`config.mk`:
```
export PLATFORM = sky130hd
export DESIGN_NAME = br_arb_wrr_packet_flat
export DESIGN_NICKNAME = d
export VERILOG_FILES = /design/src/rtl/br_arb_wrr_pkg.sv /design/src/rtl/br_arb_wrr_packet_if.sv /design/src/rtl/br_arb_wrr_packet_select.sv /design/src/rtl/br_arb_wrr_packet.sv /design/src/flat_wrapper.sv
export SDC_FILE = /design/constraint.sdc
export NUM_CORES = 1
export LEC_CHECK = 0
export BUFFER_PORTS_ARGS = -buffer_cell sky130_fd_sc_hd__buf_2
export CAP_MARGIN = 20
export CELL_PAD_IN_SITES_DETAIL_PLACEMENT = 1
export CELL_PAD_IN_SITES_GLOBAL_PLACEMENT = 1
export CORE_AREA = 5 5 51 64
export DETAILED_ROUTE_END_ITERATION = 7
export DIE_AREA = 0 0 56 69
export PLACE_DENSITY = 0.86
export SLEW_MARGIN = 0
export SYNTH_ARGS = -nofsm -noshare
export SYNTH_HDL_FRONTEND = slang
export SYNTH_SLANG_ARGS = --single-unit
```
`constraint.sdc`:
```
create_clock -name clk -period 3.58 [get_ports clk]
set_clock_uncertainty 0.15 [all_clocks]
set_input_delay 0.716 -clock clk [delete_from_list [all_inputs] [get_ports clk]]
set_output_delay 0.716 -clock clk [all_outputs]
set_load 0.05 [all_outputs]
```
`src/rtl/br_arb_wrr_pkg.sv`:
```
// Shared helpers for the packet-atomic weighted round-robin arbiter:
// index-width calculation and per-flow weight extraction from the packed weight bus.
package br_arb_wrr_pkg;

    // The weight bus is widened to this container before slicing, so
    // NumFlows*WeightWidth must not exceed it.
    localparam int MaxWeightVecBits = 1024;

    typedef logic [MaxWeightVecBits-1:0] weight_vec_t;
    typedef logic [31:0]                 weight_word_t;

    // Width of a flow index; a single flow still needs a 1-bit index.
    function automatic int idx_width(input int num_flows);
        return (num_flows > 1) ? $clog2(num_flows) : 1;
    endfunction

    // Returns weight[idx] from a packed vector of 'width'-bit weights.
    function automatic weight_word_t weight_at(input weight_vec_t vec,
                                               input int          idx,
                                               input int          width);
        weight_word_t mask;
        mask = (weight_word_t'(1) << width) - weight_word_t'(1);
        return weight_word_t'(vec >> (idx * width)) & mask;
    endfunction

endpackage

```
`src/rtl/br_arb_wrr_packet_if.sv`:
```
// Arbiter <-> flow-controlled mux core handshake bundle.
// The mux core is the master; the arbiter is the slave.
interface br_arb_wrr_packet_if #(
    parameter int NumFlows = 2
);
    logic [NumFlows-1:0] request;
    logic [NumFlows-1:0] request_last;
    logic                enable_priority_update;
    logic [NumFlows-1:0] can_grant;
    logic [NumFlows-1:0] grant;

    modport master (
        output request,
        output request_last,
        output enable_priority_update,
        input  can_grant,
        input  grant
    );

    modport slave (
        input  request,
        input  request_last,
        input  enable_priority_update,
        output can_grant,
        output grant
    );
endinterface

```
`src/rtl/br_arb_wrr_packet_select.sv`:
```
// Rotating priority encoder: scans from ptr (wrapping) and picks the first
// eligible flow; can_grant also covers idle positions ranked ahead of the winner.
module br_arb_wrr_packet_select
    import br_arb_wrr_pkg::*;
#(
    parameter int NumFlows = 2,
    parameter int IdxW     = idx_width(NumFlows)
) (
    input  logic [IdxW-1:0]     ptr,
    input  logic [NumFlows-1:0] request,
    input  logic [NumFlows-1:0] eligible,
    output logic                found,
    output logic [IdxW-1:0]     winner,
    output logic [NumFlows-1:0] can_grant
);

    logic [IdxW:0]   sum;
    logic [IdxW-1:0] idx;

    // NOTE: every signal written here gets a default before the loop, so no
    // path through the block leaves one unassigned and no latch is inferred.
    always_comb begin
        found     = 1'b0;
        winner    = '0;
        can_grant = '0;
        sum       = '0;
        idx       = '0;
        for (int k = 0; k < NumFlows; k++) begin
            sum = {1'b0, ptr} + (IdxW+1)'(k);
            if (sum >= (IdxW+1)'(NumFlows)) begin
                sum = sum - (IdxW+1)'(NumFlows);
            end
            idx = sum[IdxW-1:0];
            if (!found) begin
                if (eligible[idx]) begin
                    found          = 1'b1;
                    winner         = idx;
                    can_grant[idx] = 1'b1;
                end else if (!request[idx]) begin
                    can_grant[idx] = 1'b1;
                end
            end
        end
        // Without a winner nobody is offered a grant.
        if (!found) begin
            can_grant = '0;
        end
    end

endmodule

```
`src/rtl/br_arb_wrr_packet.sv`:
```
// Packet-atomic weighted round-robin arbiter for a shared flow-controlled mux:
// holds a grant for a whole packet and allows up to weight[i] packets per round.
module br_arb_wrr_packet
    import br_arb_wrr_pkg::*;
#(
    parameter int NumFlows    = 2,
    parameter int WeightWidth = 4
) (
    input  logic                            clk,
    input  logic                            rst,
    input  logic [NumFlows*WeightWidth-1:0] weight,
    br_arb_wrr_packet_if.slave              arb
);

    localparam int IdxW = idx_width(NumFlows);

    logic [IdxW-1:0]        ptr;
    logic                   locked;
    logic [IdxW-1:0]        lock_id;
    logic [WeightWidth-1:0] credit     [NumFlows];

    logic [WeightWidth-1:0] weight_arr [NumFlows];
    logic [WeightWidth-1:0] ecredit    [NumFlows];
    logic [NumFlows-1:0]    enabled;
    logic [NumFlows-1:0]    eligible;
    logic                   any_credit;

    logic                   open_found;
    logic [IdxW-1:0]        open_winner;
    logic [NumFlows-1:0]    open_can_grant;
    logic [NumFlows-1:0]    lock_onehot;

    logic [IdxW-1:0]        gnt_idx;
    logic [IdxW-1:0]        gnt_idx_inc;
    logic [WeightWidth-1:0] gnt_credit_next;
    logic                   fire;
    logic                   fire_last;

    // Effective credit: a round replenishes from weight once no requesting,
    // enabled flow has budget left; the replenish is committed on the next update.
    always_comb begin
        any_credit = 1'b0;
        for (int i = 0; i < NumFlows; i++) begin
            weight_arr[i] = WeightWidth'(weight_at(weight_vec_t'(weight), i, WeightWidth));
            enabled[i]    = (weight_arr[i] != '0);
            if (arb.request[i] && enabled[i] && (credit[i] != '0)) begin
                any_credit = 1'b1;
            end
        end
        for (int i = 0; i < NumFlows; i++) begin
            ecredit[i]  = any_credit ? credit[i] : weight_arr[i];
            eligible[i] = arb.request[i] && enabled[i] && (ecredit[i] != '0);
        end
    end

    br_arb_wrr_packet_select #(
        .NumFlows (NumFlows),
        .IdxW     (IdxW)
    ) u_select (
        .ptr       (ptr),
        .request   (arb.request),
        .eligible  (eligible),
        .found     (open_found),
        .winner    (open_winner),
        .can_grant (open_can_grant)
    );

    always_comb begin
        lock_onehot          = '0;
        lock_onehot[lock_id] = 1'b1;
    end

    // A locked flow keeps exclusive eligibility even while its request is low.
    always_comb begin
        arb.can_grant = '0;
        arb.grant     = '0;
        gnt_idx       = open_winner;
        if (locked) begin
            arb.can_grant = lock_onehot;
            arb.grant     = lock_onehot & arb.request;
            gnt_idx       = lock_id;
        end else begin
            arb.can_grant = open_can_grant;
            if (open_found) begin
                arb.grant[open_winner] = 1'b1;
            end
        end
    end

    assign fire      = arb.enable_priority_update && (|arb.grant);
    assign fire_last = fire && arb.request_last[gnt_idx];

    // Saturate so a lock taken on a replenish cannot wrap if the round later
    // resumes with this flow already drained.
    assign gnt_credit_next = (ecredit[gnt_idx] != '0) ? ecredit[gnt_idx] - 1'b1 : '0;
    assign gnt_idx_inc     = (gnt_idx == IdxW'(NumFlows - 1)) ? '0 : gnt_idx + 1'b1;

    // NOTE: sequential state uses non-blocking assignments only, so every
    // register samples the pre-edge values regardless of statement order.
    always_ff @(posedge clk) begin
        if (rst) begin
            ptr     <= '0;
            locked  <= 1'b0;
            lock_id <= '0;
            // NOTE: credit is a handful of flops, not a RAM, so it is cleared
            // in reset like any other control register.
            for (int i = 0; i < NumFlows; i++) begin
                credit[i] <= '0;
            end
        end else if (fire) begin
            if (!fire_last) begin
                locked  <= 1'b1;
                lock_id <= gnt_idx;
            end else begin
                locked <= 1'b0;
                for (int i = 0; i < NumFlows; i++) begin
                    credit[i] <= (IdxW'(i) == gnt_idx) ? gnt_credit_next : ecredit[i];
                end
                // Exhausted flows hand priority on; others keep it for their next packet.
                ptr <= (gnt_credit_next == '0) ? gnt_idx_inc : gnt_idx;
            end
        end
    end

`ifndef SYNTHESIS
    a_grant_onehot0: assert property (@(posedge clk) disable iff (rst)
        $onehot0(arb.grant));
    a_grant_subset: assert property (@(posedge clk) disable iff (rst)
        (arb.grant & ~arb.request) == '0);
    a_last_known: assert property (@(posedge clk) disable iff (rst)
        !$isunknown(arb.request_last & arb.request));
    a_lock_stable: assert property (@(posedge clk) disable iff (rst)
        locked |=> $stable(lock_id));

    c_replenish: cover property (@(posedge clk) disable iff (rst)
        fire_last && !any_credit);
    c_ptr_wrap: cover property (@(posedge clk) disable iff (rst)
        (ptr == IdxW'(NumFlows - 1)) ##1 (ptr == '0));
    c_locked_stall: cover property (@(posedge clk) disable iff (rst)
        locked && !arb.request[lock_id]);
`endif

endmodule

```
`src/flat_wrapper.sv`:
```
// flat-port wrapper written by rule: the top's interface ports become plain ports
module br_arb_wrr_packet_flat import br_arb_wrr_pkg::*;
#(
    parameter int NumFlows    = 2,
    parameter int WeightWidth = 4
)
  (clk, rst, weight, arb_request, arb_request_last, arb_enable_priority_update, arb_can_grant, arb_grant);
  br_arb_wrr_packet_if #(.NumFlows(NumFlows)) arb_i ();
  input  logic clk;
  input  logic rst;
  input  logic [NumFlows*WeightWidth-1:0] weight;
  input wire logic [$bits(arb_i.request)-1:0] arb_request;
  input wire logic [$bits(arb_i.request_last)-1:0] arb_request_last;
  input wire logic [$bits(arb_i.enable_priority_update)-1:0] arb_enable_priority_update;
  output wire logic [$bits(arb_i.can_grant)-1:0] arb_can_grant;
  output wire logic [$bits(arb_i.grant)-1:0] arb_grant;
  assign arb_i.request = arb_request;
  assign arb_i.request_last = arb_request_last;
  assign arb_i.enable_priority_update = arb_enable_priority_update;
  assign arb_can_grant = arb_i.can_grant;
  assign arb_grant = arb_i.grant;
  br_arb_wrr_packet #(.NumFlows(NumFlows), .WeightWidth(WeightWidth)) u_core (.clk(clk), .rst(rst), .weight(weight), .arb(arb_i));
endmodule
```
==> results of run 1 <==
[synth_stat cells (2+ instances only)]
cell | n | share of area [%]
nand3_1 | 2 | 0.97
a31oi_1 | 2 | 1.2
edfxtp_1 | 8 | 23
buf_2 | 2 | 0.97
mux2i_1 | 11 | 11
nor2_1 | 13 | 4.7
nor3b_1 | 2 | 1.5
o41ai_2 | 2 | 3.2
a211oi_2 | 2 | 2.4
o21ai_0 | 6 | 2.9
dfxtp_1 | 3 | 5.8
o22ai_1 | 2 | 1.2
buf_6 | 2 | 2.2
or4_1 | 3 | 2.2
a21oi_1 | 5 | 2.4
nor3_1 | 3 | 1.5
nor4_1 | 3 | 1.8
o211ai_1 | 2 | 1.5
mux2_2 | 3 | 3.3
nand2_1 | 6 | 2.2
inv_1 | 2 | 0.73
nor2b_1 | 4 | 2.4
[registers in the layout, summed over array words and instances (netlist names)]
register,cells
u_core.locked,1
u_core.credit,8
u_core.lock_id,1
u_core.ptr,1
[worst max-delay path, stage by stage (launching register included)]
cell      delay (ns)
edfxtp_1        0.45
or4_1           0.69
nor3_1          0.23
nor2_1          0.08
a21oi_1         0.18
a22o_1          0.14
buf_2           0.25
[metrics by stage]
stage / hold slack [ns] / area, um2
5_1_grt: 0.404 / 1160
4_1_cts: 0.382 / 1160
3_3_place_gp: 0.363 / 1130
3_5_place_dp: 0.374 / 1130
2_1_floorplan: 0.320 / 1030
6_report: 0.377 / 1160
[routing by layer]
layer  part of all wire [%]  routed length [um]
met5                      0                   0
met4                    1.6                  41
met3                    3.9                 103
met2                     52                1360
met1                     43                1120
[worst paths after layout]
| check | from | end | slack [ns] |
|---|---|---|---|
| worst min-delay path | u_core.lock_id$_SDFFE_PP0P_ | u_core.lock_id$_SDFFE_PP0P_ | 0.38 |
| worst max register to register | u_core.credit[0][5]$_SDFFCE_PN0P_ | u_core.credit[0][2]$_SDFFCE_PN0P_ | 0.67 |
| worst max-delay path | u_core.credit[0][5]$_SDFFCE_PN0P_ | arb_can_grant[0] | 0.43 |
| worst min register to register | u_core.lock_id$_SDFFE_PP0P_ | u_core.lock_id$_SDFFE_PP0P_ | 0.38 |
[power by group]
| part | switching [W] | internal (W) | leakage (nW) | total (W) |
|---|---|---|---|---|
| logic | 0.000122 | 0.0000765 | 0.319 | 0.000198 |
| clock network | 0.0000427 | 0.0000433 | 0.0150 | 0.0000860 |
| registers | 0.0000169 | 0.000151 | 0.109 | 0.000168 |
[kinds of logic after synthesis]
family,share of synthesized area (%)
buf+inv,5.72
mux,14.0
flops,29.2
compound gates,25.7
simple gates,25.4
[final cells by class]
type / count / area share (%)
Clock buffer: 4 / 2.27
Multi-Input combinational cell: 91 / 57.8
Tap cell: 34 / 3.67
Sequential cell: 11 / 25.9
Timing Repair Buffer: 21 / 9.72
Inverter: 2 / 0.648
==> impl_metrics.json, run 1 <==
{
  "grt_max_degree": 20,
  "cts_htree_levels": 1,
  "grt_overflow": 0,
  "place_congestion": 0.805,
  "end_kind": "output pin",
  "num_vias": 951,
  "die_x_um": 56,
  "path_clk_slew_ns": 0.07,
  "peakVddDrop_mv": 0.313,
  "port_buffers": 18,
  "met3_usage_pct": 2.99,
  "leakage_nw": 0.443,
  "routed_wl_um": 2630,
  "drtIter0Drc": 24,
  "ys_types": 44,
  "hold_violations": 0,
  "final_util_pct": 44.5,
  "syn_inst": 110,
  "cp.required_ns": 2.71,
  "finalSetupViolCount": 0,
  "die-area_um2": 3860,
  "grtUsageMet1_pct": 15.7,
  "drcViolationCount": 0,
  "total_power_w": 0.000452,
  "antenna_found_initial": 0,
  "max_slew_margin_pct": 49.8,
  "hp-class": "reg -> reg",
  "final_common_cell": "buf_2",
  "cts_buffer_depth": 2,
  "power_density_nw_per_um2": 390,
  "setup_ws_ns": 0.433,
  "seqCellArea_um2": 300,
  "place_inst": 159,
  "postCtsResizedCells": 0,
  "grt_pass1_vias": 981,
  "met2_usage_pct": 25.2,
  "cts_tree": "done",
  "async_flop_share_pct": 0,
  "grt_pass1_wl_um": 4410,
  "synth-main-ff-cell": "edfxtp_1",
  "cap_viol_max_count": 0,
  "synth_seq_cells": 11,
  "cp-start-kind": "flop",
  "cts_buffers": 3,
  "yosys_warnings": 0,
  "rsz0062_at_grt": "false",
  "min_period_ns": 3.15,
  "whs_path_depth": 2,
  "hold_buffers": 0,
  "dp_hpwl_um": 2160,
  "avgSynthCellArea_um2": 9.35,
  "tightestPinTransition_ns": 0.751,
  "status": "finished, final reports clean",
  "max_freq_mhz": 318,
  "final_max_slew_viol_count": 0,
  "num-fill-cells": 303,
  "busiest_layer": "met2",
  "antenna_cells": 0,
  "synth_area_um2": 1030,
  "cts_root_buffer": "clkbuf_4",
  "pre_cts_slack_ns": 0.526,
  "grt_use_total_pct": 14.1,
  "routedWlPerCell_um": 16.1,
  "fp-row-count": 21,
  "nNetsFinal": 145,
  "ios": 19,
  "ff2ff_path_depth": 5,
  "multi_input_area_um2": 669,
  "post-cts-setup-buffers": 0,
  "drive_gt1_share_pct": 31.8,
  "final_cell_mix": "buf_2 (18), nor2_1 (13), mux2i_1 (11)",
  "seq_area_frac_synth_pct": 29.2,
  "period_share_pct": 87.9,
  "syn2layout_area_growth_pct": 12.7,
  "cts.sinks": 11,
  "antenna_left": 0,
  "drtPass1Iterations": 4,
  "insertion_delay_ns": 0.28,
  "start_util_pct": 39.5,
  "core_area_um2": 2600,
  "die_y_um": 69,
  "vias_per_cell": 5.83,
  "path_class": "reg -> out",
  "arrival_ns": 2.28,
  "synth_fp_nets": 125,
  "critPathMaxFanout": 6,
  "synth_edf_count": 8,
  "finalSetupTns_ns": 0,
  "finalNonFillerCells": 163
}
Power figures use the tool's default switching activity.
==> run 2, diff against run 1 <==
Settings changed: PLACE_DENSITY 0.86 to 0.87, SYNTH_HIERARCHICAL set to 1.
==> run 2 against run 1 <==
Via count rose by 47%. Highest routed layer unchanged. The run now ends with negative setup slack left. Sequential power increased by 4%. Combinational power up 97%. Die area is the same. Sequential share of layout area is 9.4 points lower. Total power grew 47%. Worst hold slack improved by 0.13 ns. Cell count up 25%. Global-route usage grew 11 points. Sequential cell count unchanged. Worst setup slack got worse by 0.70 ns. Synthesized area rose by 2.3%.
==> impl_metrics.json, run 2 <==
{
  "power_density_nw_per_um2": 366,
  "yosys.area.top_type": "edfxtp_1",
  "vias_per_cell": 6.86,
  "registers.top_by_ff_count": "u_core/credit",
  "cts_buffer_depth": 2,
  "final_util_pct": 69.9,
  "max_freq_mhz": 260,
  "dp_hpwl_um": 2940,
  "crit_cells": 10,
  "ff2ff_path_depth": 13,
  "cts_buffers": 3,
  "die-area_um2": 3860,
  "violations": "negative setup slack",
  "grt_use_total_pct": 25.4,
  "routed_wl_um": 5910,
  "drcViolationCount": 0,
  "hold_buffers": 0,
  "synth_most_common_cell": "nor2_1",
  "grt_pass1_wl_um": 7610,
  "fp-row-count": 21,
  "arrival_ns": 2.98,
  "ios": 19,
  "async_flop_share_pct": 0,
  "synth_edf_count": 8,
  "cts.sinks": 11,
  "finalSetupViolCount": 21,
  "synth-main-ff-cell": "edfxtp_1",
  "hp-class": "in -> reg",
  "final_cell_mix": "buf_4 (34), buf_6 (13), nor2_1 (12)",
  "drtPass1Iterations": 4,
  "num_vias": 1399,
  "cap_viol_max_count": 0,
  "path_clk_slew_ns": 0.09,
  "synth_commonest_cells": "nor2_1 (14), mux2i_1 (10), edfxtp_1 (8), nor3_1 (8), o21ai_0 (6)",
  "cts_tree": "done",
  "hold_violations": 0,
  "place_congestion": 0.878,
  "synth_fp_nets": 125,
  "critPathTopFamily": "simple AND/OR/NAND/NOR gates",
  "crit_path_cell_trace": "nor4_2 > o22ai_2 > buf_6 > o41ai_4 > a21oi_2 > buf_4 > or2_4 > mux2i_4 > nor2_4 > buf_8",
  "peakVddDrop_mv": 0.245,
  "core_area_um2": 2600,
  "synth_seq_cells": 11,
  "antenna_found_initial": 0,
  "antenna_cells": 0,
  "synth_area_um2": 1050,
  "final_common_cell": "buf_4",
  "grt_pass1_vias": 1410,
  "routedWlPerCell_um": 28.9,
  "whs_path_depth": 2,
  "critPathMaxFanout": 6,
  "drive_gt1_share_pct": 64.1,
  "grt_max_degree": 11,
  "nNetsFinal": 186,
  "slowest_delay_ns": 0.51,
  "grt_overflow": 0,
  "cts_root_buffer": "clkbuf_4",
  "status": "complete, but fails checks",
  "synth_area_leaders": "edfxtp_1 (23%), mux2i_1 (9.5%), dfxtp_1 (5.7%), o41ai_4 (5.2%), nor2_1 (5.0%)",
  "path_class": "reg -> out",
  "tightestPinTransition_ns": 0.723,
  "start_util_pct": 40.5,
  "period_share_pct": 107,
  "finalSetupTns_ns": -2.56,
  "insertion_delay_ns": 0.29,
  "worst-path-buf-inv": 3,
  "place_area_um2": 1410,
  "seq_area_frac_synth_pct": 28.5,
  "cts_htree_levels": 1,
  "finalNonFillerCells": 204,
  "finalInstanceArea_um2": 1820,
  "worst_path_max_delay_cell": "edfxtp_1",
  "drtIter0Drc": 76,
  "die_y_um": 69,
  "end_kind": "output pin",
  "yosys_warnings": 6,
  "leakage_nw": 0.740,
  "port_buffers": 18,
  "syn2layout_area_growth_pct": 72.8,
  "setup_ws_ns": -0.264,
  "syn_inst": 110,
  "rsz0062_at_grt": "true",
  "max_slew_margin_pct": 51.8,
  "synth_top_area_share_pct": 22.8,
  "ys_types": 43,
  "cp.required_ns": 2.71,
  "antenna_left": 0,
  "cp-start-kind": "flop",
  "final_max_slew_viol_count": 0,
  "die_x_um": 56,
  "avgSynthCellArea_um2": 9.57,
  "largest_reg_flops": 8,
  "place_inst": 188,
  "min_period_ns": 3.84
}
run 2: metrics by stage:
step,setup WS [ns],hold slack (ns),total power (W)
2_1_floorplan,-0.0387,0.370,0.000329
3_3_place_gp,-0.272,0.399,0.000409
3_5_place_dp,-0.396,0.440,0.000422
4_1_cts,0.00378,0.492,0.000557
5_1_grt,-0.309,0.523,0.000686
6_report,-0.264,0.509,0.000665
run 2: what timing repair did:
item	CTS	global route
hold endpoints to repair	0	0
gates cloned	0	0
pin swaps	4	13
setup endpoints to repair	20	22
buffers inserted	6	6
resized for setup	25	41
run 2: final timing paths:
path / start / endpoint / slack (ns)
worst max-delay path: u_core/credit[0][0]$_SDFFCE_PN0P_ / arb_grant[0] / -0.26
worst min-delay path: rst / u_core/lock_id$_SDFFE_PP0P_ / 0.51
worst max register to register: u_core/credit[0][0]$_SDFFCE_PN0P_ / u_core/credit[0][0]$_SDFFCE_PN0P_ / -0.22
worst min register to register: u_core/ptr$_SDFFE_PP0P_ / u_core/ptr$_SDFFE_PP0P_ / 0.54
run 2: layout make-up:
class,instances,area [um2]
multi-input combinational,91,937
fill,268,783
timing repair buffer,60,497
sequential,11,300
tap,34,42.5
clock buffer,4,26.3
inverter,4,15.0
run 2: logic make-up (layout without fill, tap and decap cells):
| family | after synthesis | count (layout) | synth area share, % |
|---|---|---|---|
| AND/OR/NAND/NOR | 43 | 43 | 22.1 |
| AO/OA/AOI/OAI | 32 | 32 | 25.9 |
| multiplexers | 16 | 16 | 17.7 |
| flip-flops | 11 | 11 | 28.5 |
| buffers and inverters | 8 | 68 | 5.71 |
run 2: routing by layer:
layer  track usage [%]  vias to the layer above  part of all wire, %
li1                  -                      553                    -
met1              26.8                      694                   37
met2              46.9                      116                   50
met3              3.73                       36                  6.9
met4              14.0                        0                  6.2
met5                 0                        -                    0
run 2: where the power goes:
group | total [W] | internal (W) | switching [W] | leakage, nW
Sequential | 0.000175 | 0.000150 | 0.0000259 | 0.109
Combinational | 0.000390 | 0.000182 | 0.000208 | 0.616
Clock | 0.0000996 | 0.0000434 | 0.0000563 | 0.0150
Total | 0.000665 | 0.000375 | 0.000290 | 0.740
==> run 3, diff against run 2 <==
Settings changed: CORE_AREA 5 5 51 64 to 5 5 50 63, CTS_BUF_LIST set to sky130_fd_sc_hd__clkbuf_2, CTS_CLUSTER_DIAMETER set to 50, DIE_AREA 0 0 56 69 to 0 0 55 68, PLACE_DENSITY 0.87 to 0.9.
==> run 3 against run 2 <==
The flow now stops in global routing (5_1_grt). Synthesized area unchanged. Synthesized cell count stayed put.
==> impl_metrics.json, run 3 <==
{
  "die_y_um": 68,
  "toolErrorMsg": "[ERROR DPL-0033] detailed placement checks failed during check placement.",
  "synth_area_um2": 1050,
  "fp-row-count": 21,
  "synth_seq_cells": 11,
  "yosys_warnings": 6,
  "place_congestion": 0.927,
  "cts_htree_levels": 1,
  "dp_hpwl_um": 3150,
  "cts_buffer_depth": 2,
  "crit_endpoint": "arb_can_grant[1]",
  "die_x_um": 55,
  "synth_fp_nets": 125,
  "async_flop_share_pct": 0,
  "synth_edf_count": 8,
  "grt_max_degree": 11,
  "antenna_found_initial": 0,
  "synth_most_common_cell": "nor2_1",
  "status": "aborted with a tool error",
  "ys_types": 43,
  "syn_inst": 110,
  "synth_commonest_cells": "nor2_1 (14), mux2i_1 (10), edfxtp_1 (8), nor3_1 (8), o21ai_0 (6)",
  "avgSynthCellArea_um2": 9.57,
  "ios": 19,
  "yosys.area.top_type": "edfxtp_1",
  "cts.sinks": 11,
  "seq_area_frac_synth_pct": 28.5,
  "port_buffers": 18,
  "place_inst": 188,
  "synth_area_leaders": "edfxtp_1 (23%), mux2i_1 (9.5%), dfxtp_1 (5.7%), o41ai_4 (5.2%), nor2_1 (5.0%)",
  "cts_buffers": 3,
  "start_util_pct": 41.3,
  "synth-main-ff-cell": "edfxtp_1",
  "stop_stage": "global routing (5_1_grt)",
  "pre_cts_slack_ns": -0.391,
  "worstEpCategory": "top-level output",
  "synth_top_area_share_pct": 22.8,
  "cts_root_buffer": "clkbuf_2"
}
run 3: cell counts after synthesis:
Identical to the previous run, type by type.
run 3: cells by family after synthesis:
family | synth area share, %
flops | 28.5
mux | 17.7
buf+inv | 5.71
compound gates | 25.9
simple gates | 22.1
run 3: what timing repair did:
item,CTS
pin swaps,5
setup endpoints to repair,10
hold buffers,0
resized for setup,29
setup buffers,8
endpoints found under the hold margin,0
run 3: per-stage QoR:
step / instance area, um2 / utilization [%] / TNS (ns) / hold WS (ns)
detailed placement: 1410 / 55.3 / -5.49 / 0.425
floorplan: 1100 / - / -0.0417 / 0.370
CTS: 1620 / 63.6 / -0.0814 / 0.476
global placement: 1410 / 55.3 / -2.50 / 0.404
==> run 4, diff against run 3 <==
Settings changed: CELL_PAD_IN_SITES_DETAIL_PLACEMENT 1 to not set, CELL_PAD_IN_SITES_GLOBAL_PLACEMENT 1 to not set, CORE_AREA 5 5 50 63 to 5 5 66 68, CTS_BUF_LIST sky130_fd_sc_hd__clkbuf_2 to not set, CTS_CLUSTER_DIAMETER 50 to not set, DIE_AREA 0 0 55 68 to 0 0 71 73, PLACE_DENSITY 0.9 to not set, PLACE_DENSITY_LB_ADDON set to 0.15.
==> run 4 against run 3 <==
The flow now finishes, with violations (negative setup slack).
==> impl_metrics.json, run 4 (synthesis results as in run 2) <==
{
  "drcViolationCount": 0,
  "num_vias": 1147,
  "cts_buffers": 3,
  "die_y_um": 73,
  "insertion_delay_ns": 0.24,
  "syn2layout_area_growth_pct": 65.2,
  "grt_max_degree": 11,
  "path_clk_slew_ns": 0.05,
  "fp-row-count": 23,
  "antenna_left": 0,
  "power_density_nw_per_um2": 356,
  "end_kind": "output pin",
  "startpoint": "arb_request[1]",
  "final_common_cell": "buf_4",
  "tightestPinTransition_ns": 0.650,
  "registers.top_by_ff_count": "u_core/credit",
  "drtPass1Iterations": 4,
  "period_share_pct": 101,
  "grt_pass1_vias": 1174,
  "final_max_slew_viol_count": 0,
  "peakVddDrop_mv": 0.214,
  "leakage_nw": 0.724,
  "die-area_um2": 5180,
  "antenna_found_initial": 0,
  "hold_violations": 0,
  "violations": "negative setup slack",
  "routedWlPerCell_um": 15.6,
  "hold_buffers": 0,
  "final_cell_mix": "buf_4 (43), nor2_1 (10), buf_2 (9)",
  "cts_root_buffer": "clkbuf_8",
  "cts_htree_levels": 1,
  "reg2reg_from": "u_core/credit[0][5]$_SDFFCE_PN0P_",
  "ff2ff_setup_slack_ns": 0.18,
  "place_congestion": 0.843,
  "grt_overflow": 0,
  "drive_gt1_share_pct": 60.6,
  "grt_pass1_wl_um": 5620,
  "total_power_w": 0.000618,
  "cp-start-kind": "primary input",
  "grt_use_total_pct": 13.8,
  "hp-class": "reg -> reg",
  "r2r_end": "u_core/credit[0][0]$_SDFFCE_PN0P_",
  "antenna_cells": 0,
  "max_freq_mhz": 277,
  "core_area_um2": 3800,
  "routed_wl_um": 3440,
  "critPathMaxFanout": 2,
  "ios": 19,
  "arrival_ns": 2.74,
  "vias_per_cell": 5.21,
  "largest_reg_flops": 8,
  "max_slew_margin_pct": 56.6,
  "min_period_ns": 3.61,
  "cts.sinks": 11,
  "finalSetupTns_ns": -0.0546,
  "dp_hpwl_um": 2710,
  "port_buffers": 18,
  "cap_viol_max_count": 0,
  "rsz0062_at_grt": "true",
  "cts_tree": "done",
  "status": "complete, but fails checks",
  "setup_ws_ns": -0.0282,
  "start_util_pct": 27.7,
  "die_x_um": 71,
  "finalSetupViolCount": 3,
  "path_class": "in -> out",
  "nNetsFinal": 186,
  "endpoint": "arb_can_grant[1]",
  "drtIter0Drc": 45,
  "ff2ff_path_depth": 14,
  "pre_cts_slack_ns": -0.343,
  "cp.required_ns": 2.71,
  "cts_buffer_depth": 2
}
## run 4: critical path, stage by stage
cell	delay, ns
buf_4	0.11
o41ai_4	0.09
buf_4	0.15
o22a_2	0.23
or4_4	0.43
o41ai_4	0.08
a21oi_2	0.12
buf_4	0.16
buf_6	0.12
nand2b_4	0.06
a21oi_2	0.05
mux2_4	0.28
buf_8	0.15
## run 4: area by class of cell
type                            count  area, um2
Sequential cell                    11        300
Tap cell                           50       62.6
Clock buffer                        4       45.0
Timing Repair Buffer               60        469
Inverter                            4       15.0
Fill cell                         393       2060
Multi-Input combinational cell     91        846
## run 4: timing repair
action                                  4_1_cts  5_1_grt
gates resized for setup                      29       14
cloned                                        0        0
pin swaps                                     7        3
buffers inserted                              4        3
endpoints found under the setup margin        8       12
## run 4: layer usage
layer | part of all wire [%] | up-vias | wire length, um | GRT usage, %
li1 | - | 551 | - | -
met1 | 44 | 552 | 1510 | 17.0
met2 | 49 | 33 | 1690 | 23.7
met3 | 4.9 | 11 | 169 | 3.17
met4 | 2.3 | 0 | 80 | 5.01
met5 | 0 | - | 0 | 0
## run 4: where the power goes
group | internal (W) | total [W] | switching, W
sequential | 0.000150 | 0.000169 | 0.0000193
clock | 0.0000786 | 0.000130 | 0.0000518
combinational | 0.000164 | 0.000319 | 0.000155
total | 0.000392 | 0.000618 | 0.000226
## run 4: through the flow
| step | instance area (um2) | cells | utilization (%) | hold slack [ns] |
|---|---|---|---|---|
| after global routing | 1740 | 220 | 45.8 | 0.516 |
| after floorplan | 1100 | 110 | - | 0.370 |
| after global placement | 1470 | 209 | 38.6 | 0.407 |
| after CTS | 1660 | 217 | 43.7 | 0.432 |
| final | 1740 | 220 | 45.8 | 0.452 |
| after detailed placement | 1470 | 209 | 38.6 | 0.402 |
## run 4: worst min path at each step
stage	startpoint	end	slack, ns	depth (start not counted)
after CTS	u_core/ptr$_SDFFE_PP0P_	u_core/ptr$_SDFFE_PP0P_	0.43	2
after global routing	u_core/ptr$_SDFFE_PP0P_	u_core/ptr$_SDFFE_PP0P_	0.52	2
after global placement	u_core/ptr$_SDFFE_PP0P_	u_core/ptr$_SDFFE_PP0P_	0.41	2
final	u_core/ptr$_SDFFE_PP0P_	u_core/ptr$_SDFFE_PP0P_	0.45	2
after floorplan	u_core/ptr$_SDFFE_PP0P_	u_core/ptr$_SDFFE_PP0P_	0.37	2
after detailed placement	u_core/ptr$_SDFFE_PP0P_	u_core/ptr$_SDFFE_PP0P_	0.40	2
